**config.mk**
```make
export PLATFORM = sky130hd
export DESIGN_NAME = uart_cmd_decode_flat
export DESIGN_NICKNAME = d
export VERILOG_FILES = /design/src/rtl/game_cmd_pkg.sv /design/src/rtl/uart_cmd_decode_if.sv /design/src/rtl/cmd_fifo.sv /design/src/rtl/uart_cmd_decode.sv /design/src/flat_wrapper.sv
export SDC_FILE = /design/constraint.sdc
export NUM_CORES = 1
export LEC_CHECK = 0
export BUFFER_PORTS_ARGS = -buffer_cell sky130_fd_sc_hd__buf_4
export CORE_MARGIN = 8
export CORE_UTILIZATION = 40
export DETAILED_ROUTE_END_ITERATION = 8
export HOLD_SLACK_MARGIN = 0.06
export SLEW_MARGIN = 20
export SYNTH_ARGS = -nofsm -noshare
export SYNTH_HDL_FRONTEND = slang
export SYNTH_SLANG_ARGS = --single-unit
```
**constraint.sdc**
```tcl
create_clock -name clk -period 2.3 [get_ports clk]
set_input_delay 0.345 -clock clk [delete_from_list [all_inputs] [get_ports clk]]
set_output_delay 0.345 -clock clk [all_outputs]
set_load 0.005 [all_outputs]
```
**src/rtl/game_cmd_pkg.sv**
```systemverilog
// game_cmd_pkg: shared command enum, ASCII codes and byte decoder.
package game_cmd_pkg;
   typedef enum logic [1:0] {CMD_FLAP, CMD_START, CMD_PAUSE, CMD_RESTART} cmd_t;
   typedef struct packed {
      logic legal;
      cmd_t cmd;
   } dec_t;
   localparam logic [7:0] ASC_F     = 8'h46;
   localparam logic [7:0] ASC_F_LC  = 8'h66;
   localparam logic [7:0] ASC_SPACE = 8'h20;
   localparam logic [7:0] ASC_S     = 8'h53;
   localparam logic [7:0] ASC_S_LC  = 8'h73;
   localparam logic [7:0] ASC_P     = 8'h50;
   localparam logic [7:0] ASC_P_LC  = 8'h70;
   localparam logic [7:0] ASC_R     = 8'h52;
   localparam logic [7:0] ASC_R_LC  = 8'h72;

   function automatic dec_t decode(input logic [7:0] b);
      dec_t d;
      logic is_f, is_s, is_p, is_r;
      is_f = b == ASC_F || b == ASC_F_LC || b == ASC_SPACE;
      is_s = b == ASC_S || b == ASC_S_LC;
      is_p = b == ASC_P || b == ASC_P_LC;
      is_r = b == ASC_R || b == ASC_R_LC;
      d.legal = is_f || is_s || is_p || is_r;
      d.cmd = is_f ? CMD_FLAP : is_s ? CMD_START : is_p ? CMD_PAUSE : CMD_RESTART;
      return d;
   endfunction
endpackage

```
**src/rtl/uart_cmd_decode_if.sv**
```systemverilog
// uart_cmd_decode_if: UART byte input, vsync and command/status outputs.
interface uart_cmd_decode_if;
   logic [7:0] rx_data;
   logic       rx_data_valid;
   logic       vs_in;
   logic       cmd_flap;
   logic       cmd_start;
   logic       cmd_restart;
   logic       paused;
   logic       ovf;
   logic [7:0] drop_cnt;
   modport master (output rx_data, rx_data_valid, vs_in,
                   input cmd_flap, cmd_start, cmd_restart, paused, ovf, drop_cnt);
   modport slave (input rx_data, rx_data_valid, vs_in,
                  output cmd_flap, cmd_start, cmd_restart, paused, ovf, drop_cnt);
endinterface

```
**src/rtl/cmd_fifo.sv**
```systemverilog
// cmd_fifo: command queue; pointers carry one extra bit to tell full from empty.
module cmd_fifo
   import game_cmd_pkg::*;
#(
   parameter int DEPTH = 4
) (
   input  logic clk,
   input  logic rst_n,
   input  logic push,
   input  logic pop,
   input  cmd_t din,
   output cmd_t dout,
   output logic full,
   output logic empty
);
   localparam int AW = $clog2(DEPTH);
   cmd_t mem [DEPTH];
   logic [AW:0] wr_ptr, rd_ptr;
   assign empty = wr_ptr == rd_ptr;
   assign full  = wr_ptr[AW] != rd_ptr[AW] && wr_ptr[AW-1:0] == rd_ptr[AW-1:0];
   assign dout  = mem[rd_ptr[AW-1:0]];
   always_ff @(posedge clk or negedge rst_n)
      if (!rst_n) begin
         wr_ptr <= '0;
         rd_ptr <= '0;
      end else begin
         if (push) wr_ptr <= wr_ptr + 1'b1;
         if (pop) rd_ptr <= rd_ptr + 1'b1;
      end
   always_ff @(posedge clk)
      if (push) mem[wr_ptr[AW-1:0]] <= din;
endmodule

```
**src/rtl/uart_cmd_decode.sv**
```systemverilog
// uart_cmd_decode: UART command bytes queued and released one per video frame start.
// Optional CMD_DROP_STATS_EN build adds the saturating drop_cnt counter.
module uart_cmd_decode
   import game_cmd_pkg::*;
#(
   parameter int   DEPTH  = 4,
   parameter logic VS_POL = 1'b0
) (
   input logic               clk,
   input logic               rst_n,
   uart_cmd_decode_if.slave  bus
);
   logic vs_s1, vs_s2, vs_s3;
   logic full, empty, frame_edge, pop, push, drop_full;
   logic flap_q, start_q, restart_q, paused_q, ovf_q;
   logic flap_d, start_d, restart_d, paused_d, ovf_d;
   dec_t dec;
   cmd_t head;
   assign dec        = decode(bus.rx_data);
   assign frame_edge = vs_s2 == VS_POL && vs_s3 != VS_POL;
   assign pop        = frame_edge && !empty;
   // a pop in the same cycle frees the slot, so a push into a full queue is still accepted
   assign push       = bus.rx_data_valid && dec.legal && (!full || pop);
   assign drop_full  = bus.rx_data_valid && dec.legal && full && !pop;
   cmd_fifo #(.DEPTH(DEPTH)) u_fifo (
      .clk(clk), .rst_n(rst_n), .push(push), .pop(pop),
      .din(dec.cmd), .dout(head), .full(full), .empty(empty)
   );
   always_ff @(posedge clk or negedge rst_n)
      if (!rst_n) {vs_s1, vs_s2, vs_s3} <= {3{~VS_POL}};
      else {vs_s1, vs_s2, vs_s3} <= {bus.vs_in, vs_s1, vs_s2};
   always_comb begin
      flap_d    = pop && head == CMD_FLAP && !paused_q;
      start_d   = pop && head == CMD_START;
      restart_d = pop && head == CMD_RESTART;
      paused_d  = !pop ? paused_q : head == CMD_PAUSE ? !paused_q :
                  (start_d || restart_d) ? 1'b0 : paused_q;
      ovf_d     = drop_full ? 1'b1 : restart_d ? 1'b0 : ovf_q;
   end
   always_ff @(posedge clk or negedge rst_n)
      if (!rst_n) {flap_q, start_q, restart_q, paused_q, ovf_q} <= '0;
      else {flap_q, start_q, restart_q, paused_q, ovf_q} <= {flap_d, start_d, restart_d, paused_d, ovf_d};
   assign bus.cmd_flap    = flap_q;
   assign bus.cmd_start   = start_q;
   assign bus.cmd_restart = restart_q;
   assign bus.paused      = paused_q;
   assign bus.ovf         = ovf_q;
`ifdef CMD_DROP_STATS_EN
   logic [7:0] drop_cnt;
   logic       drop;
   assign drop = (bus.rx_data_valid && !dec.legal) || drop_full;
   always_ff @(posedge clk or negedge rst_n)
      if (!rst_n) drop_cnt <= '0;
      else if (drop && drop_cnt != 8'hff) drop_cnt <= drop_cnt + 1'b1;
   assign bus.drop_cnt = drop_cnt;
`else
   assign bus.drop_cnt = '0;
`endif
endmodule

```
**src/flat_wrapper.sv**
```systemverilog
// flat-port wrapper written by rule: the top's interface ports become plain ports
module uart_cmd_decode_flat import game_cmd_pkg::*;
#(
   parameter int   DEPTH  = 4,
   parameter logic VS_POL = 1'b0
)
  (clk, rst_n, bus_rx_data, bus_rx_data_valid, bus_vs_in, bus_cmd_flap, bus_cmd_start, bus_cmd_restart, bus_paused, bus_ovf, bus_drop_cnt);
  uart_cmd_decode_if bus_i ();
  input logic clk;
  input logic rst_n;
  input wire logic [$bits(bus_i.rx_data)-1:0] bus_rx_data;
  input wire logic [$bits(bus_i.rx_data_valid)-1:0] bus_rx_data_valid;
  input wire logic [$bits(bus_i.vs_in)-1:0] bus_vs_in;
  output wire logic [$bits(bus_i.cmd_flap)-1:0] bus_cmd_flap;
  output wire logic [$bits(bus_i.cmd_start)-1:0] bus_cmd_start;
  output wire logic [$bits(bus_i.cmd_restart)-1:0] bus_cmd_restart;
  output wire logic [$bits(bus_i.paused)-1:0] bus_paused;
  output wire logic [$bits(bus_i.ovf)-1:0] bus_ovf;
  output wire logic [$bits(bus_i.drop_cnt)-1:0] bus_drop_cnt;
  assign bus_i.rx_data = bus_rx_data;
  assign bus_i.rx_data_valid = bus_rx_data_valid;
  assign bus_i.vs_in = bus_vs_in;
  assign bus_cmd_flap = bus_i.cmd_flap;
  assign bus_cmd_start = bus_i.cmd_start;
  assign bus_cmd_restart = bus_i.cmd_restart;
  assign bus_paused = bus_i.paused;
  assign bus_ovf = bus_i.ovf;
  assign bus_drop_cnt = bus_i.drop_cnt;
  uart_cmd_decode #(.DEPTH(DEPTH), .VS_POL(VS_POL)) u_core (.clk(clk), .rst_n(rst_n), .bus(bus_i));
endmodule
```
* Yosys cells after proc, flatten, opt, wreduce, memory -nomap -nowiden
Memories as Yosys holds them, arrays and structs flattened.
Index checks and enable logic that the tools add are counted.
** Cells by class
- Add/subtract/negate cells :: 2
- $mul :: 0
- Divide/modulo/power cells :: 0
- $lt $le $gt $ge :: 0
- Equality and inequality tests :: 15
- Shift-type cells :: 0
- Muxes and demuxes :: 9
- Bitwise gates (word level) :: 1
- Reductions and logical operators :: 29
** Operator list (number)
- equality test 8 x 7 -> 1 bit (second input constant) :: 8
- logical AND 1 bit :: 11
- logical OR 1 bit :: 10
- equality test 8 x 6 -> 1 bit (second input constant) :: 1
- two-way mux 1 bit :: 7
- adder 3 x 1 -> 3 bit (second input constant) :: 2
- equality test 2 bit (second input constant) :: 2
- zero test 1 bit :: 4
- two-way mux 2 bit :: 2
- nonzero test 2 bit :: 2
- equality test 3 bit :: 1
- equality test 2 x 1 -> 1 bit (second input constant) :: 1
- equality test 2 bit :: 1
- zero test 2 bit :: 1
- AND reduction 2 bit :: 1
- inequality test 1 bit :: 1
- inverter 1 bit :: 1
** Storage, ports and cells
- Bits in registers :: 14
- Latch bits :: 0
- Bits in writable memories :: 8
- Bits in read-only memories :: 0
- Input bits :: 12
- Output and inout bits :: 13
- Word-level logic and storage cells :: 67
- Memories kept :: 1
** Memories
- u_core.u_fifo.mem :: depth 4, width 2, read ports 1, clocked after memory_dff 0, wr ports 1, line cmd_fifo.sv:17 : cmd_t mem [DEPTH];

* Logic depth before layout (Yosys ltp)
Gate-level depths: netlist of run 1.
- Word-level depth :: 10
- Mapped depth :: 5
- Gate-level depth less buffers :: 5

* Hierarchy
From an unflattened synthesis of run 1, not the netlist that was laid out.
** Unflattened totals
- Cell total of the unflattened synthesis :: 83
- Area total of the unflattened synthesis :: 1078.5 µm²
** Modules (own cells, without submodules)
- cmd_fifo :: times used 1, cells each 40, area an instance 635.6 µm²
- uart_cmd_decode :: times used 1, cells each 43, area an instance 442.9 µm²

* Worst setup path after synthesis of run 1
Ideal clock, no wire load.
- Path type :: input-to-reg
- Start point :: input bus_rx_data[1]
- End point :: memory u_core.u_fifo.mem[3][0] (netlist name) (enable)
- Library setup time :: 0.294 ns
- Arrival :: 1.838 ns
- Data required time :: 2.006 ns
- Setup slack :: 0.168 ns
- Stages on the path :: 4
- Path buffers :: 0
- Path through :: or4_4 -> or4b_4 -> a31oi_4 -> and2_4
** On the way
- Cells in the longest elaborated chain, start to end :: 10
** Ends and longest elaborated chain
- from (decl) :: line flat_wrapper.sv:11 : input wire logic [$bits(bus_i.rx_data)-1:0] bus_rx_data;
- equality test 8 x 7 -> 1 bit :: line game_cmd_pkg.sv:21 : is_f = b == ASC_F || b == ASC_F_LC || b == ASC_SPACE;
- logical OR 1 bit (2 in series) :: line game_cmd_pkg.sv:21
- logical OR 1 bit (2 in series) :: line game_cmd_pkg.sv:25 : d.legal = is_f || is_s || is_p || is_r;
- logical OR 1 bit (*) :: line game_cmd_pkg.sv:25
- logical AND 1 bit (*) (2 in series) :: line uart_cmd_decode.sv:23 : assign push = bus.rx_data_valid && dec.legal && (!full || pop);
- two-way mux 1 bit (*) :: line cmd_fifo.sv:31 : if (push) mem[wr_ptr[AW-1:0]] <= din;
- two-way mux 1 bit (not written as such) (*) :: line cmd_fifo.sv:31
- to (decl) :: line cmd_fifo.sv:17
Mark *: on every way between the ends. The rest lies on a longest branch, timed or not.

* Final worst setup path of run 1
- Start point :: register u_core.u_fifo.rd_ptr[0]
- End point :: register u_core.u_fifo.wr_ptr[2]
** On the way
- Cells in the longest elaborated chain, start to end :: 5
** Ends and longest elaborated chain
- from (decl) :: line cmd_fifo.sv:18 : logic [AW:0] wr_ptr, rd_ptr;
- from (signal assigned) :: line cmd_fifo.sv:28 : if (pop) rd_ptr <= rd_ptr + 1'b1;
- equality test 3 bit or equality test 2 bit (tied branches) :: line cmd_fifo.sv:19, cmd_fifo.sv:20
- zero test 1 bit or logical AND 1 bit (tied branches) :: line uart_cmd_decode.sv:21, cmd_fifo.sv:20
- logical AND 1 bit or zero test 1 bit (tied branches) :: line uart_cmd_decode.sv:21, uart_cmd_decode.sv:23
- logical OR 1 bit (*) :: line uart_cmd_decode.sv:23
- logical AND 1 bit (*) :: line uart_cmd_decode.sv:23
- to (signal assigned) :: line cmd_fifo.sv:27 : if (push) wr_ptr <= wr_ptr + 1'b1;
- to (decl) :: line cmd_fifo.sv:18
Marked as above.
A chain may end at the register's enable or synchronous reset.

==> results by group, run 1 <==
Worst setup path
  • Critical Path Sink Type: register
  • Setup crit start kind: register
  • Biggest cell delay along the critical path: 720 ps
  • Biggest fanout along the worst timing path: 5
  • Start point of the critical path: u_core.u_fifo.rd_ptr[0]
  • Cell Chain, Critical Path: xor2_1 > o41ai_1 > a31oi_4 > and2_4 > xor2_2
  • Reg2reg setup slack: 360 ps
  • Reg-to-reg endpoint: u_core.u_fifo.wr_ptr[2]
  • FF-to-FF Start: u_core.u_fifo.rd_ptr[0]
  • Worst Setup Path Type: reg -> reg
  • Arr. time, crit path: around 2100 ps
  • Cell depth of the worst flop-to-flop path: 5
  • Worst setup path end: u_core.u_fifo.wr_ptr[2]
  • Slowest cell on the critical path: o41ai_1
  • Worst EP required: 2500 ps

Die
  • Total Die Area: 4700 um^2
  • Width of the chip: slightly below 70 um
  • Number of core rows: 19
  • Starting Density: roughly two fifths
  • Number of top-level pins: 25
  • Placeable Area: around 2700 um^2
  • Die Y: 68.6 um

Synthesis
  • Share of flip-flops with an asynchronous set or reset after synthesis: 63.6%
  • Most frequent cell after synthesis: dfrtp_1
  • Top FF cell, synth: dfrtp_1
  • Gate count after technology mapping: 86
  • Ranking of synthesized cells by area: dfrtp_1, edfxtp_1, dfstp_2, ha_1, buf_4
  • Leading cell types by count after synthesis: dfrtp_1, buf_4, edfxtp_1, ha_1, nor2_1
  • Avg Cell Area, Syn: 12.9 um^2
  • Cell area after technology mapping: 1110 um^2
  • YS warnings: 0
  • Number of synthesized flops with an enable pin: 8
  • Number of distinct library cell variants in the gate-level netlist after synthesis: 34
  • Yosys top cell by area: dfrtp_1
  • Sequential area share after synthesis: around 54%
  • Total of flip-flops plus latches after synthesis: 22
  • Proportion of netlist area held by the largest area contributor: between 20% and 30%

Clock network
  • Number of levels the H-tree was split into: 1
  • Total of hold buffers inserted after clock tree synthesis: 1
  • Maximum buffer depth of the clock tree: 2
  • Number of sinks driven by the clock tree: 22
  • Clock tree from TritonCTS: yes
  • Root buffer cell: clkbuf_4
  • Clock latency on the worst-skew pair: a little over 300 ps
  • Setup fix buffers added after clock tree synthesis: 0
  • Clock-pin slew on the worst setup and hold paths: 130 ps
  • Number of buffers inserted during clock tree synthesis: 3
  • CTS resizes: 0

STA
  • Minimum clock period after layout: 1940 ps
  • Final max-slew violation count: 0
  • Worst slew pin tran: 747 ps
  • Final-report hold violation count: 0
  • Final clock skew: between 8 and 9 ps
  • Slew Limit Headroom: 49.6%
  • Share of the cycle needed by the critical path after routing: 84.3%
  • Final count of negative-setup-slack endpoints: 0
  • Unrepaired setup endpoints after global routing: false
  • Highest achievable clock rate: 516 MHz
  • Summed negative setup slack over all endpoints: 0 ps

Placed design
  • Total half-perimeter wirelength after legalization and detailed placement: 1520 um
  • Buffers on Ports: 16
  • Final RePlAce weighted congestion: 0.749

Routing
  • First-pass detailed-route iteration total: 4
  • Wirelength per Cell: ~13 um
  • Routed via count: 675
  • Post-detailed-route count of antenna-violating nets: 0
  • Total Wirelength: about 1900 um
  • First DRT Iteration DRCs: 19
  • Vias per std cell: 4.89
  • Remaining design rule violation count: 0

Power and ir drop
  • Power density relative to cell area: 955 nW/um^2
  • Worst IR drop on VDD: 0.632 mV
  • Cell leakage power: around 0.58 nW
  • Design Power: 1.24 mW

Worst hold path
  • Class of the most critical hold timing path: in -> reg

Cells and area
  • Fraction of final layout cells sized beyond drive strength 1: between 20 and 30%
  • Net total in the final layout: 125
  • Multi-input combinational cell area: 463 um^2
  • Fill cell count: 240
  • FF/Latch Area: 594 um^2
  • Area added between synthesis and finish: 17.6%
  • Antenna diode count: 0

Run
  • Number of max-cap violations: 0

Global routing
  • Via count of the first global-routing pass: 707
  • First-pass GRT wire length: 3000 um
  • Remaining Overflow, GRT: 0
  • Global-route usage over all layers: under 10%
  • Maximum number of pins on one net before global-route repair: 15
  • Number of antenna violations at the first check in global routing: 0

Status
  • Result of the run: completed
==> final cells by class <==
class,instances,area share (%)
Clock inverter,1,2.31
Tap cell,31,2.98
Timing Repair Buffer,18,10.6
Multi-Input combinational cell,59,35.6
Inverter,4,1.15
Sequential cell,22,45.7
Clock buffer,3,1.73
==> stage by stage <==
stage / worst slack [ps] / hold slack [ps] / cells / instance area (um^2) / util, %
final: 361 / 138 / 138 / 1300 / 48.4
after CTS: 360 / 129 / 138 / 1300 / 48.4
after global routing: 264 / 116 / 138 / 1300 / 48.4
after detailed placement: 31.2 / 202 / 133 / 1240 / 46.1
after global placement: 55.9 / 201 / 133 / 1240 / 46.1
after floorplan: 168 / 49.4 / 93 / 1130 / -
==> state kept, by name, indices dropped and copies added (netlist names) <==
signal	cells
u_core.bus.cmd_start	1
u_core.bus.cmd_restart	1
u_core.bus.paused	1
u_core.bus.cmd_flap	1
u_core.bus.ovf	1
u_core.vs_s1	1
u_core.vs_s2	1
u_core.u_fifo.rd_ptr	3
u_core.vs_s3	1
u_core.u_fifo.mem	8
u_core.u_fifo.wr_ptr	3
==> power by group <==
part | internal [mW] | switching (mW)
Combinational | 0.193 | 0.174
Clock | 0.176 | 0.120
Sequential | 0.487 | 0.0926
==> per-layer routing <==
layer  global-route usage, %  vias to the layer above  routed length [um]
met2                    15.6                       20                 994
met5                       0                        -                   0
met3                    1.29                        2                  99
met4                    6.14                        0                  17
met1                    8.67                      323                 740
li1                        -                      330                   -
==> worst max-delay path: cells and delay by family (launching register included) <==
kind | cells | cell delay, ps
simple gates | 1 | 220
flops | 1 | 490
xor+xnor | 2 | 320
compound gates | 2 | 790
==> cell families after synthesis <==
| group | synth area share, % |
|---|---|
| other cells | 0.339 |
| mux | 5.09 |
| buf+inv | 6.79 |
| simple gates | 14.9 |
| xor+xnor | 6.22 |
| compound gates | 7.24 |
| fa+ha+maj | 5.66 |
| flops | 53.7 |
==> layout by cell type, fill, tap and decap left out, drive strengths merged <==
master,n
and2,5
inv,4
nor2b,1
and3,1
xnor2,3
mux4,2
mux2,1
xor2,4
a32o,1
nand4,2
nand2b,1
dlygate4sd3,1
o31a,1
or4,1
buf,17
or4b,1
a31oi,1
nand2,3
dfrtp,11
and3b,2
nand3,2
o41ai,1
conb,8
dfstp,3
o21ai,3
nor2,5
clkbuf,3
nor3b,1
ha,5
a21boi,1
nor3,2
bufinv,1
edfxtp,8
a41oi,1
==> worst min path at each step <==
| stage | startpoint | end | slack [ps] | cells after the start |
|---|---|---|---|---|
| 3_5_place_dp | rst_n | u_core.bus.cmd_flap | 200 | 1 |
| 2_1_floorplan | rst_n | u_core.bus.cmd_flap | 50 | 0 |
| 4_1_cts | bus_vs_in | u_core.vs_s1 | 130 | 1 |
| 5_1_grt | bus_vs_in | u_core.vs_s1 | 120 | 1 |
| 6_report | bus_vs_in | u_core.vs_s1 | 140 | 1 |
| 3_3_place_gp | rst_n | u_core.bus.cmd_start | 200 | 1 |
Power figures use the tool's default switching activity.
==> inputs of run 2 (changes only) <==
clock period = 1.7 ns   (was 2.3 ns; I/O delays follow)
==> results by group, run 2 (same netlist as run 1, synthesis figures left out) <==
Worst setup path
  • Biggest fanout along the worst timing path: 5 (unchanged)
  • Arr. time, crit path: 1800 ps (-340 ps)
  • Slowest cell on the critical path: or4_4
  • Worst Setup Path Type: in -> reg
  • Worst EP required: 1730 ps (-770 ps)
  • Critical Path Sink Type: register
  • Cell depth of the worst flop-to-flop path: 7 (+2)
  • Setup crit start kind: primary input
  • Cell Chain, Critical Path: buf_6 > or4_4 > or4b_4 > a31oi_4 > and2_4
  • Reg2reg setup slack: 30 ps (-330 ps)
  • Biggest cell delay along the critical path: 530 ps (-190 ps)

Power and ir drop
  • Power density relative to cell area: 1140 nW/um^2 (+19%)
  • Cell leakage power: 0.646 nW (+12%)
  • Worst IR drop on VDD: 0.633 mV (+0.29%)
  • Design Power: 1.61 mW (+30%)

Global routing
  • Global-route usage over all layers: 9.61% (+1.1 points)
  • Number of antenna violations at the first check in global routing: 0 (unchanged)
  • Remaining Overflow, GRT: 0 (unchanged)
  • Maximum number of pins on one net before global-route repair: 15 (unchanged)
  • First-pass GRT wire length: 3350 um (+11%)
  • Via count of the first global-routing pass: 779 (+10%)

Worst hold path
  • Hold-critical path depth: 3 (+2)
  • Class of the most critical hold timing path: in -> reg

Placed design
  • Total half-perimeter wirelength after legalization and detailed placement: 1680 um (+11%)
  • Final RePlAce weighted congestion: 0.678 (-9.5%)
  • Buffers on Ports: 16 (unchanged)

STA
  • Crit path setup slack, layout: -72.0 ps (-433 ps)
  • Minimum clock period after layout: ~1800 ps
  • Final count of negative-setup-slack endpoints: 10 (+10)
  • Share of the cycle needed by the critical path after routing: 104%
  • Final clock skew: 4.08 ps (-4.63 ps)
  • Summed negative setup slack over all endpoints: -526 ps (-526 ps)
  • Final max-slew violation count: 0 (unchanged)
  • Highest achievable clock rate: 564 MHz
  • Final-report hold violation count: 0 (unchanged)
  • Unrepaired setup endpoints after global routing: true

Die
  • Number of core rows: 19 (unchanged)
  • Starting Density: 41.2% (unchanged)
  • Number of top-level pins: 25 (unchanged)
  • Width of the chip: 68.6 um (unchanged)
  • Total Die Area: 4700 um^2 (unchanged)
  • Die Y: 68.6 um (unchanged)
  • Placeable Area: 2690 um^2 (unchanged)

Status
  • Failing checks: negative setup slack
  • Result of the run: finished with violations

Cells and area
  • Most used cells in the layout excluding fill and tap cells: buf_4, dfrtp_1, conb_1, edfxtp_1
  • Max FFs per register: 8 (unchanged)
  • Net total in the final layout: 142 (+14%)
  • Fraction of final layout cells sized beyond drive strength 1: 38.7% (+8.8 points)
  • Area added between synthesis and finish: 28.1%
  • Final core utilization: 52.7% (+4.3 points)
  • Antenna diode count: 0 (unchanged)
  • Leading cell type in the layout, fill and taps excluded: buf_4

Clock network
  • Clock-pin slew on the worst setup and hold paths: 110 ps (-20 ps)
  • Root buffer cell: clkbuf_4
  • Number of sinks driven by the clock tree: 22 (unchanged)
  • Clock latency on the worst-skew pair: 300 ps (about the same)
  • Number of levels the H-tree was split into: 1 (unchanged)
  • Maximum buffer depth of the clock tree: 2 (unchanged)
  • Number of buffers inserted during clock tree synthesis: 3 (unchanged)
  • Clock tree from TritonCTS: yes

Routing
  • Remaining design rule violation count: 0 (unchanged)
  • Routed via count: 733 (+8.6%)
  • First-pass detailed-route iteration total: 4 (unchanged)
  • First DRT Iteration DRCs: 35 (+16)
  • Wirelength per Cell: 12.9 um (-3.4%)
  • Total Wirelength: 2010 um (+8.5%)
  • Vias per std cell: 4.73 (-3.3%)
  • Post-detailed-route count of antenna-violating nets: 0 (unchanged)

Run
  • Number of max-cap violations: 0 (unchanged)
## run 2: cell types whose count changed in the layout (fill, tap and decap cells not counted)
cell	change
a41oi_1	-1
a41oi_2	+1
clkinv_1	+1
buf_6	+1
buf_4	+15
bufinv_16	-1
dlygate4sd3_1	+1
## run 2: cell type report
| type | count | area [um^2] |
|---|---|---|
| Clock buffer | 3 | 22.5 |
| Clock inverter | 1 | 3.75 |
| Fill cell | 237 | 1270 |
| Inverter | 4 | 15.0 |
| Multi-Input combinational cell | 59 | 470 |
| Sequential cell | 22 | 594 |
| Tap cell | 31 | 38.8 |
| Timing Repair Buffer | 35 | 272 |
## run 2: metal layers
layer,up-vias,GRT usage (%),wire length (um)
met2,26,16.8,1010
met4,0,5.37,33
met1,340,10.4,824
li1,363,-,-
met5,-,0,0
met3,4,2.26,139
## run 2: worst paths after layout
check / from / end
setup / recovery: bus_rx_data[1] / u_core.u_fifo.mem[3][0]
hold / removal: bus_rx_data_valid / u_core.bus.ovf
setup reg to reg: u_core.u_fifo.wr_ptr[1] / u_core.u_fifo.wr_ptr[0]
hold reg to reg: u_core.vs_s1 / u_core.vs_s2
max in group asynchronous: rst_n / u_core.vs_s3
min in group asynchronous: rst_n / u_core.bus.cmd_start
## run 2: worst max-delay path, delay by kind of cell
family	cells	cell delay, ps
buffers and inverters	1	90
AO/OA/AOI/OAI	1	210
AND/OR/NAND/NOR	3	1250
## run 2: power by group
group	internal (mW)	switching [mW]	total, mW	leakage [nW]
combinational	0.346	0.290	0.635	0.390
sequential	0.660	0.0829	0.743	0.241
clock	0.0856	0.149	0.234	0.0154
total	1.09	0.521	1.61	0.646
## run 2: repair_timing
item                                   in CTS  in global routing
pin swaps                                   2                  0
resized for setup                           1                  0
setup endpoints to repair                   9                 11
buffers inserted                            1                  1
hold buffers                                2                  0
endpoints found under the hold margin      15                  0
## run 2: through the flow
| step | std cells | hold WS, ps | setup slack [ps] | cell area [um^2] |
|---|---|---|---|---|
| after global placement | 147 | 117 | -427 | 1350 |
| after detailed placement | 147 | 120 | -461 | 1350 |
| after global routing | 155 | 251 | -101 | 1420 |
| after CTS | 154 | 208 | -67.4 | 1410 |
| final | 155 | 224 | -72.0 | 1420 |
| after floorplan | 93 | -40.6 | -332 | 1140 |
